### config.mk
export PLATFORM = sky130hd
export DESIGN_NAME = seq_mmc_flat
export DESIGN_NICKNAME = d
export VERILOG_FILES = /design/src/rtl/seq_mmc_if.sv /design/src/rtl/seq_mmc.sv /design/src/flat_wrapper.sv
export SDC_FILE = /design/constraint.sdc
export NUM_CORES = 1
export LEC_CHECK = 0
export BUFFER_PORTS_ARGS = -buffer_cell sky130_fd_sc_hd__clkbuf_2
export CAP_MARGIN = 20
export CORE_ASPECT_RATIO = 0.9
export CORE_MARGIN = 1
export CORE_UTILIZATION = 50
export CTS_BUF_LIST = sky130_fd_sc_hd__clkbuf_4
export CTS_CLUSTER_DIAMETER = 40
export DETAILED_ROUTE_END_ITERATION = 8
export PLACE_DENSITY = 0.68
export SKIP_CTS_REPAIR_TIMING = 1
export SLEW_MARGIN = 20
export SYNTH_ARGS = -nofsm -noshare
export SYNTH_HDL_FRONTEND = slang
export SYNTH_SLANG_ARGS = --single-unit
### constraint.sdc
create_clock -name clk_i -period 2.9 [get_ports clk_i]
set_clock_uncertainty 0.15 [all_clocks]
set_input_delay 0.58 -clock clk_i [delete_from_list [all_inputs] [get_ports clk_i]]
set_output_delay 0.58 -clock clk_i [all_outputs]
set_load 0.1 [all_outputs]
### src/rtl/seq_mmc_if.sv
// ============================================================================
// Module      : seq_mmc_if
// Description : Start/busy/valid handshake and operand/result bus for seq_mmc.
// Revision    : 1.0 - initial release
// ============================================================================
`default_nettype none

interface seq_mmc_if #(
  parameter int WIDTH = 8
) ();
  logic                 enb_i;
  logic                 start_i;
  logic [WIDTH-1:0]     dtx_i;
  logic [WIDTH-1:0]     dty_i;
  logic [2*WIDTH-1:0]   dt_o;
  logic                 valid_o;
  logic                 busy_o;

  modport master (
    output enb_i, start_i, dtx_i, dty_i,
    input  dt_o, valid_o, busy_o
  );

  modport slave (
    input  enb_i, start_i, dtx_i, dty_i,
    output dt_o, valid_o, busy_o
  );
endinterface

`default_nettype wire

### src/rtl/seq_mmc.sv
// ============================================================================
// Module      : seq_mmc
// Description : Multicycle LCM engine: subtractive GCD, subtractive divide,
//               then shift-add multiply, lcm = (x / gcd) * y.
// Revision    : 1.0 - initial release
// ============================================================================
`default_nettype none

module seq_mmc #(
  parameter int WIDTH = 8
) (
  input  wire logic  clk_i,
  input  wire logic  rstn_i,
  seq_mmc_if.slave   bus
);

  localparam int                 c_cnt_w    = $clog2(WIDTH) + 1;
  localparam logic [c_cnt_w-1:0] c_cnt_last = c_cnt_w'(WIDTH - 1);
  localparam logic [c_cnt_w-1:0] c_cnt_one  = c_cnt_w'(1);
  localparam logic [WIDTH-1:0]   c_q_one    = WIDTH'(1);

  typedef enum logic [2:0] {
    S_IDLE = 3'd0,
    S_GCD  = 3'd1,
    S_DIV  = 3'd2,
    S_MUL  = 3'd3,
    S_DONE = 3'd4
  } state_t;

  state_t               r_state, w_state_next;
  logic [WIDTH-1:0]     r_a, r_b, r_x, r_y, r_g, r_r, r_q, r_mplier;
  logic [WIDTH-1:0]     w_a, w_b, w_x, w_y, w_g, w_r, w_q, w_mplier;
  logic [2*WIDTH-1:0]   r_mcand, r_p, r_dt;
  logic [2*WIDTH-1:0]   w_mcand, w_p, w_dt, w_sum;
  logic [c_cnt_w-1:0]   r_cnt, w_cnt;
  logic                 r_valid, r_busy, w_valid, w_busy;

  assign w_sum = r_p + (r_mplier[0] ? r_mcand : '0);

  always_comb begin
    w_state_next = r_state;
    w_a      = r_a;
    w_b      = r_b;
    w_x      = r_x;
    w_y      = r_y;
    w_g      = r_g;
    w_r      = r_r;
    w_q      = r_q;
    w_mplier = r_mplier;
    w_mcand  = r_mcand;
    w_p      = r_p;
    w_cnt    = r_cnt;
    w_dt     = r_dt;
    w_valid  = 1'b0;
    w_busy   = r_busy;
    unique case (r_state)
      S_IDLE: begin
        if (bus.start_i) begin
          w_x    = bus.dtx_i;
          w_y    = bus.dty_i;
          w_a    = bus.dtx_i;
          w_b    = bus.dty_i;
          w_busy = 1'b1;
          if (bus.dtx_i == '0 || bus.dty_i == '0) begin
            w_p          = '0;
            w_dt         = '0;
            w_valid      = 1'b1;
            w_state_next = S_DONE;
          end else begin
            w_state_next = S_GCD;
          end
        end
      end
      S_GCD: begin
        if (r_a == r_b) begin
          w_g          = r_a;
          w_r          = r_x;
          w_q          = '0;
          w_state_next = S_DIV;
        end else if (r_a > r_b) begin
          w_a = r_a - r_b;
        end else begin
          w_b = r_b - r_a;
        end
      end
      S_DIV: begin
        // g divides x, so the remainder always lands on zero
        if (r_r >= r_g) begin
          w_r = r_r - r_g;
          w_q = r_q + c_q_one;
        end else begin
          w_mcand      = {{WIDTH{1'b0}}, r_y};
          w_mplier     = r_q;
          w_p          = '0;
          w_cnt        = '0;
          w_state_next = S_MUL;
        end
      end
      S_MUL: begin
        w_p      = w_sum;
        w_mcand  = r_mcand << 1;
        w_mplier = r_mplier >> 1;
        w_cnt    = r_cnt + c_cnt_one;
        // result and pulse are registered on entry so they are visible in DONE
        if (r_cnt == c_cnt_last) begin
          w_dt         = w_sum;
          w_valid      = 1'b1;
          w_state_next = S_DONE;
        end
      end
      S_DONE: begin
        w_busy       = 1'b0;
        w_state_next = S_IDLE;
      end
      default: w_state_next = S_IDLE;
    endcase
  end

  always_ff @(posedge clk_i) begin
    if (!rstn_i) begin
      r_state  <= S_IDLE;
      r_a      <= '0;
      r_b      <= '0;
      r_x      <= '0;
      r_y      <= '0;
      r_g      <= '0;
      r_r      <= '0;
      r_q      <= '0;
      r_mplier <= '0;
      r_mcand  <= '0;
      r_p      <= '0;
      r_cnt    <= '0;
      r_dt     <= '0;
      r_valid  <= 1'b0;
      r_busy   <= 1'b0;
    end else if (bus.enb_i) begin
      r_state  <= w_state_next;
      r_a      <= w_a;
      r_b      <= w_b;
      r_x      <= w_x;
      r_y      <= w_y;
      r_g      <= w_g;
      r_r      <= w_r;
      r_q      <= w_q;
      r_mplier <= w_mplier;
      r_mcand  <= w_mcand;
      r_p      <= w_p;
      r_cnt    <= w_cnt;
      r_dt     <= w_dt;
      r_valid  <= w_valid;
      r_busy   <= w_busy;
    end
  end

  assign bus.dt_o    = r_dt;
  assign bus.valid_o = r_valid;
  assign bus.busy_o  = r_busy;

endmodule

`default_nettype wire
### src/flat_wrapper.sv
// flat-port wrapper written by rule: the top's interface ports become plain ports
module seq_mmc_flat 
#(
  parameter int WIDTH = 8
)
  (clk_i, rstn_i, bus_enb_i, bus_start_i, bus_dtx_i, bus_dty_i, bus_dt_o, bus_valid_o, bus_busy_o);
  seq_mmc_if #(.WIDTH(WIDTH)) bus_i ();
  input  wire logic clk_i;
  input  wire logic rstn_i;
  input wire logic [$bits(bus_i.enb_i)-1:0] bus_enb_i;
  input wire logic [$bits(bus_i.start_i)-1:0] bus_start_i;
  input wire logic [$bits(bus_i.dtx_i)-1:0] bus_dtx_i;
  input wire logic [$bits(bus_i.dty_i)-1:0] bus_dty_i;
  output wire logic [$bits(bus_i.dt_o)-1:0] bus_dt_o;
  output wire logic [$bits(bus_i.valid_o)-1:0] bus_valid_o;
  output wire logic [$bits(bus_i.busy_o)-1:0] bus_busy_o;
  assign bus_i.enb_i = bus_enb_i;
  assign bus_i.start_i = bus_start_i;
  assign bus_i.dtx_i = bus_dtx_i;
  assign bus_i.dty_i = bus_dty_i;
  assign bus_dt_o = bus_i.dt_o;
  assign bus_valid_o = bus_i.valid_o;
  assign bus_busy_o = bus_i.busy_o;
  seq_mmc #(.WIDTH(WIDTH)) u_core (.clk_i(clk_i), .rstn_i(rstn_i), .bus(bus_i));
endmodule
# == Word level (Yosys, flattened, before mapping) ==
# Index checks and enable logic that the tools add are counted.
# word_totals
regBits,121
in_bits,20
word_cells,97
# op_classes
addsub,6
magnitude_cmp,2
n_eq_ne,15
mux,39
n_reduce_logical,20
# ops
cell,n
2-to-1 mux 16 bit,6
2-to-1 mux 8 bit,11
one-hot mux 8 bit (2 select lines),5
one-hot mux 16 bit (2 select lines),2
one-hot mux 16 bit (3 select lines),1
AND reduction 5 bit,5
subtractor 8 bit,3
adder 16 bit,1
zero test 8 bit,2
2-to-1 mux 3 bit,5
one-hot mux 3 bit (4 select lines),1
AND reduction 3 bit,4
inequality test 2 x 1 -> 1 bit (second input constant),5
nonzero test 2 bit,5
adder 8 x 1 -> 8 bit (second input constant),1
== test 8 bit,1
greater-or-equal comparator 8 bit,1
greater-than comparator 8 bit,1
inequality test 2 bit (second input constant),4
one-hot mux 4 bit (2 select lines),1
== test 3 x 2 -> 1 bit (second input constant),2
adder 4 x 1 -> 4 bit (second input constant),1
== test 4 x 3 -> 1 bit (second input constant),1
2-to-1 mux 1 bit,4
8 further kinds,9

# == Longest topological paths before layout ==
# depth
word_depth,5
mapped_depth,11
ltp_nobuf,10

# == Least setup slack after synthesis ==
# No wires, ideal clock.
# synth_path
path_kind,register -> register
start,reg u_core.r_mplier[0]
end,reg u_core.r_p[15]
setup_ps,117
arrival_ps,2383
required_ps,2633
setup_slack_ps,250
path_stages_with_launch,10
path_buffers,1
cell_sequence,dfxtp_1 clkbuf_1 and2_1 ha_1 a2111oi_0 o21ai_0 a221oi_1 o21ai_0 xnor2_1 a32o_1
# synth_between
elab_chain_cells,3
# synth_rtl
element,line,rtl
from (decl),seq_mmc.sv:31,"logic [WIDTH-1:0] r_a, r_b, r_x, r_y, r_g, r_r, r_q, r_mplier;"
from (signal assigned),seq_mmc.sv:145,r_mplier <= w_mplier;
2-to-1 mux 16 bit,seq_mmc.sv:38,assign w_sum = r_p + (r_mplier[0] ? r_mcand : '0);
adder 16 bit,seq_mmc.sv:38,
one-hot mux 16 bit (3 select lines),seq_mmc.sv:56,unique case (r_state)
to (signal assigned),seq_mmc.sv:147,r_p <= w_p;
to (decl),seq_mmc.sv:33,"logic [2*WIDTH-1:0] r_mcand, r_p, r_dt;"
# Every way passes these cells.
# A chain may end at the register's enable or synchronous reset.

# == Worst setup path after layout ==
# layout_path
start,reg u_core.r_a[0]
end,reg u_core.r_a[5]
# layout_between
elab_chain_cells,4
word_cells_on_any_way,9
# layout_rtl
element,line,rtl
from (decl),seq_mmc.sv:31,
from (signal assigned),seq_mmc.sv:138,r_a <= w_a;
subtractor 8 bit,seq_mmc.sv:81,w_a = r_a - r_b;
2-to-1 mux 8 bit,seq_mmc.sv:80,end else if (r_a > r_b) begin
2-to-1 mux 8 bit,seq_mmc.sv:75,if (r_a == r_b) begin
one-hot mux 8 bit (2 select lines),seq_mmc.sv:56,
# Several ways; a longest one is shown, not always the timed one. The select of a mux whose other input is x is not followed.

==> results.yml <==
critical_path:
  path_depth: 9
  critPathLaunchType: "register"
  critical-path-top-delay-family: "compound AO/OA/AOI/OAI gates"
  r2r_start: "u_core.r_a[0]$_SDFFE_PN0P_"
  crit_buf_inv: 1
  crit_path_top_delay_cell: "o41a_1"
  crit_arrival_ns: 3.07
  crit_end: "u_core.r_a[5]$_SDFFE_PN0P_"
  reg2reg_slack_ns: 0.15
  path_cells: "inv_1 -> ha_1 -> fa_1 -> nor2b_4 -> o31a_1 -> o41a_1 -> o22a_2 -> o21ai_4 -> mux2i_1"
  regToRegEndpoint: "u_core.r_a[5]$_SDFFE_PN0P_"
  crit_type: "register to register"
  reg2reg_depth: 9
  cp_max_fo: 8
  critPathRequiredTime_ns: 3.22
  critPathLaunch: "u_core.r_a[0]$_SDFFE_PN0P_"
  worstSetupEndpointType: "register"
  slowest_delay_ns: 0.43
global_route:
  grt_start_max_net_pins: 60
  antenna_found_initial: 0
  grt_pass1_vias: 6134
  overflow: 0
  grt_use_total: 0.248
  grt_pass1_wl_um: 29100
synthesis:
  ys_ff_latch: 121
  yosys_most_used_dff: "dfxtp_1"
  syn_area_per_cell_um2: 8.28
  async_flop_share: 0
  synth.distinct_cells: 77
  synthTopCellsByArea: "dfxtp_1, ha_1, mux2i_1, nand2_1, a21oi_1"
  synth_edf_count: 0
  yosys.area.top_type: "dfxtp_1"
  syn-num-nets: 918
  synth-seq-area-share: 0.342
  ys_warn_count: 0
  synth_top_area_frac: 0.342
  syn_inst: 854
  netlist_area_mm2: 0.00707
timing:
  finalSetupViolCount: 0
  hold_viol: 0
  period_minus_slack_ns: 2.75
  setup_tns_ns: 0
  tightest_slew_ns: 0.963
  rsz0062_at_grt: "no"
  fmax_mhz: 363
  period_share: 0.949
  drv_slew: 0
  max_slew_margin: 0.353
routing:
  drc: 0
  first_pass_iters: 5
  antenna_left: 0
  drtIter0Drc: 328
  vias: 6406
  drt-total-wl_um: 17200
  via_per_inst: 5.88
  wl_per_cell_um: 15.8
run:
  maxCapViolCount: 0
layout:
  post-route-util: 0.576
  drive_above_1_share: 0.137
  area_delta_synth_final_pct: 10.5
  nNetsFinal: 952
  antenna_cells: 0
  layout_common_cells: "dfxtp_1, nand2_1, nor2_1, a21oi_1, mux2i_1"
  final_common_cell: "dfxtp_1"
outcome:
  run_status: "complete, no violations"
pwr:
  power.density_mw_per_mm2: 520
  clkPwrFrac: 0.340
  power_leakage_nw: 3.18
  max-vdd-ir-drop_mv: 0.500
  p_sw_mw: 1.31
  pwr-share-seq: 0.440
  pwr-share-comb: 0.220
  p_int_mw: 2.75
  switching_share: 0.323
clock_tree:
  clockBufferDepth: 2
  numCtsBuffers: 17
  cts_tree: "yes"
  clock_latency_ns: 0.54
  clock-root-buffer: "clkbuf_4"
  htree_levels: 4
  clkSinkCount: 121
  path_clk_slew_ns: 0.12
floorplanning:
  fp.dieArea_mm2: 0.0146
  die_h_um: 115
  io_pins: 38
  core_area_mm2: 0.0136
  start_util: 0.521
  num_rows: 40
  die_w_um: 127
worst_hold_path:
  hold_start: "bus_dty_i[2]"
  hp-class: "input port to register"
placed_design:
  place.gp.congestion: 0.894
  io_buffers: 37
  post-dp-hpwl_um: 12600
[synth_stat cells, types with 15 or more instances]
library cell  count
dfxtp_1         121
nand2_1         119
nor2_1           58
a21oi_1          54
mux2i_1          47
ha_1             40
inv_1            38
o21ai_0          34
clkbuf_1         30
a211oi_1         20
nand4_1          20
nor3_1           20
o31ai_1          20
and2_1           18
nand3_1          18
o211ai_1         15
[per-layer routing]
metal,vias up,GRT usage,share of wire
met4,0,0.0746,0.017
met2,173,0.430,0.48
met5,-,0,0
li1,3195,-,-
met3,29,0.0554,0.048
met1,3009,0.309,0.46
[worst register-to-register path, cell delays in order, from the launching register on]
cell	delay, ns
dfxtp_1	0.39
inv_1	0.08
ha_1	0.19
fa_1	0.27
nor2b_4	0.06
o31a_1	0.26
o41a_1	0.43
o22a_2	0.29
o21ai_4	0.32
mux2i_1	0.24
[layout make-up]
class                   count  area, um^2
fillers                  1262        5740
multi-input cells         644        4290
flip-flops and latches    121        2420
repair buffers             64         388
well taps                 189         236
clock inverters            15         201
inverters                  40         150
clock buffers              17         128
[power groups by stage]
stage          clock network [mW]  registers [mW]  logic, mW
2_1_floorplan                   0            1.80      0.652
3_3_place_gp                    0            1.82      0.843
3_5_place_dp                    0            1.82      0.868
4_1_cts                      1.40            1.79      0.872
5_1_grt                      1.48            1.80      0.990
6_report                     1.38            1.79      0.895
[worst min-delay path by stage]
stage          slack (ns)  cells past startpoint                              end
3_3_place_gp         0.29                      1     u_core.r_cnt[3]$_SDFFE_PN0P_
4_1_cts               0.1                      3       u_core.r_y[2]$_SDFFE_PN0P_
2_1_floorplan        0.27                      1     u_core.r_cnt[3]$_SDFFE_PN0P_
5_1_grt              0.09                      3       u_core.r_y[2]$_SDFFE_PN0P_
3_5_place_dp         0.30                      2  u_core.bus.dt_o[7]$_SDFFE_PN0P_
6_report             0.14                      3       u_core.r_y[2]$_SDFFE_PN0P_
[per-stage QoR]
| stage | power (mW) | hold slack, ns | cell area (um^2) | instances | setup slack (ns) |
|---|---|---|---|---|---|
| 3_5_place_dp | 2.69 | 0.296 | 7470 | 1058 | 0.0141 |
| 3_3_place_gp | 2.67 | 0.288 | 7470 | 1058 | 0.103 |
| 6_report | 4.06 | 0.135 | 7820 | 1090 | 0.149 |
| 4_1_cts | 4.06 | 0.0967 | 7790 | 1090 | -0.0249 |
| 2_1_floorplan | 2.46 | 0.273 | 7070 | 854 | 0.250 |
| 5_1_grt | 4.27 | 0.0908 | 7820 | 1090 | 0.0242 |
[kinds of logic after synthesis]
family	after synthesis	share of synthesized area
simple gates	319	0.223
compound gates	224	0.219
flops	121	0.342
buf+inv	89	0.0543
mux	48	0.0681
fa+ha+maj	44	0.0821
xor+xnor	9	0.0111
Power figures use the tool's default switching activity.
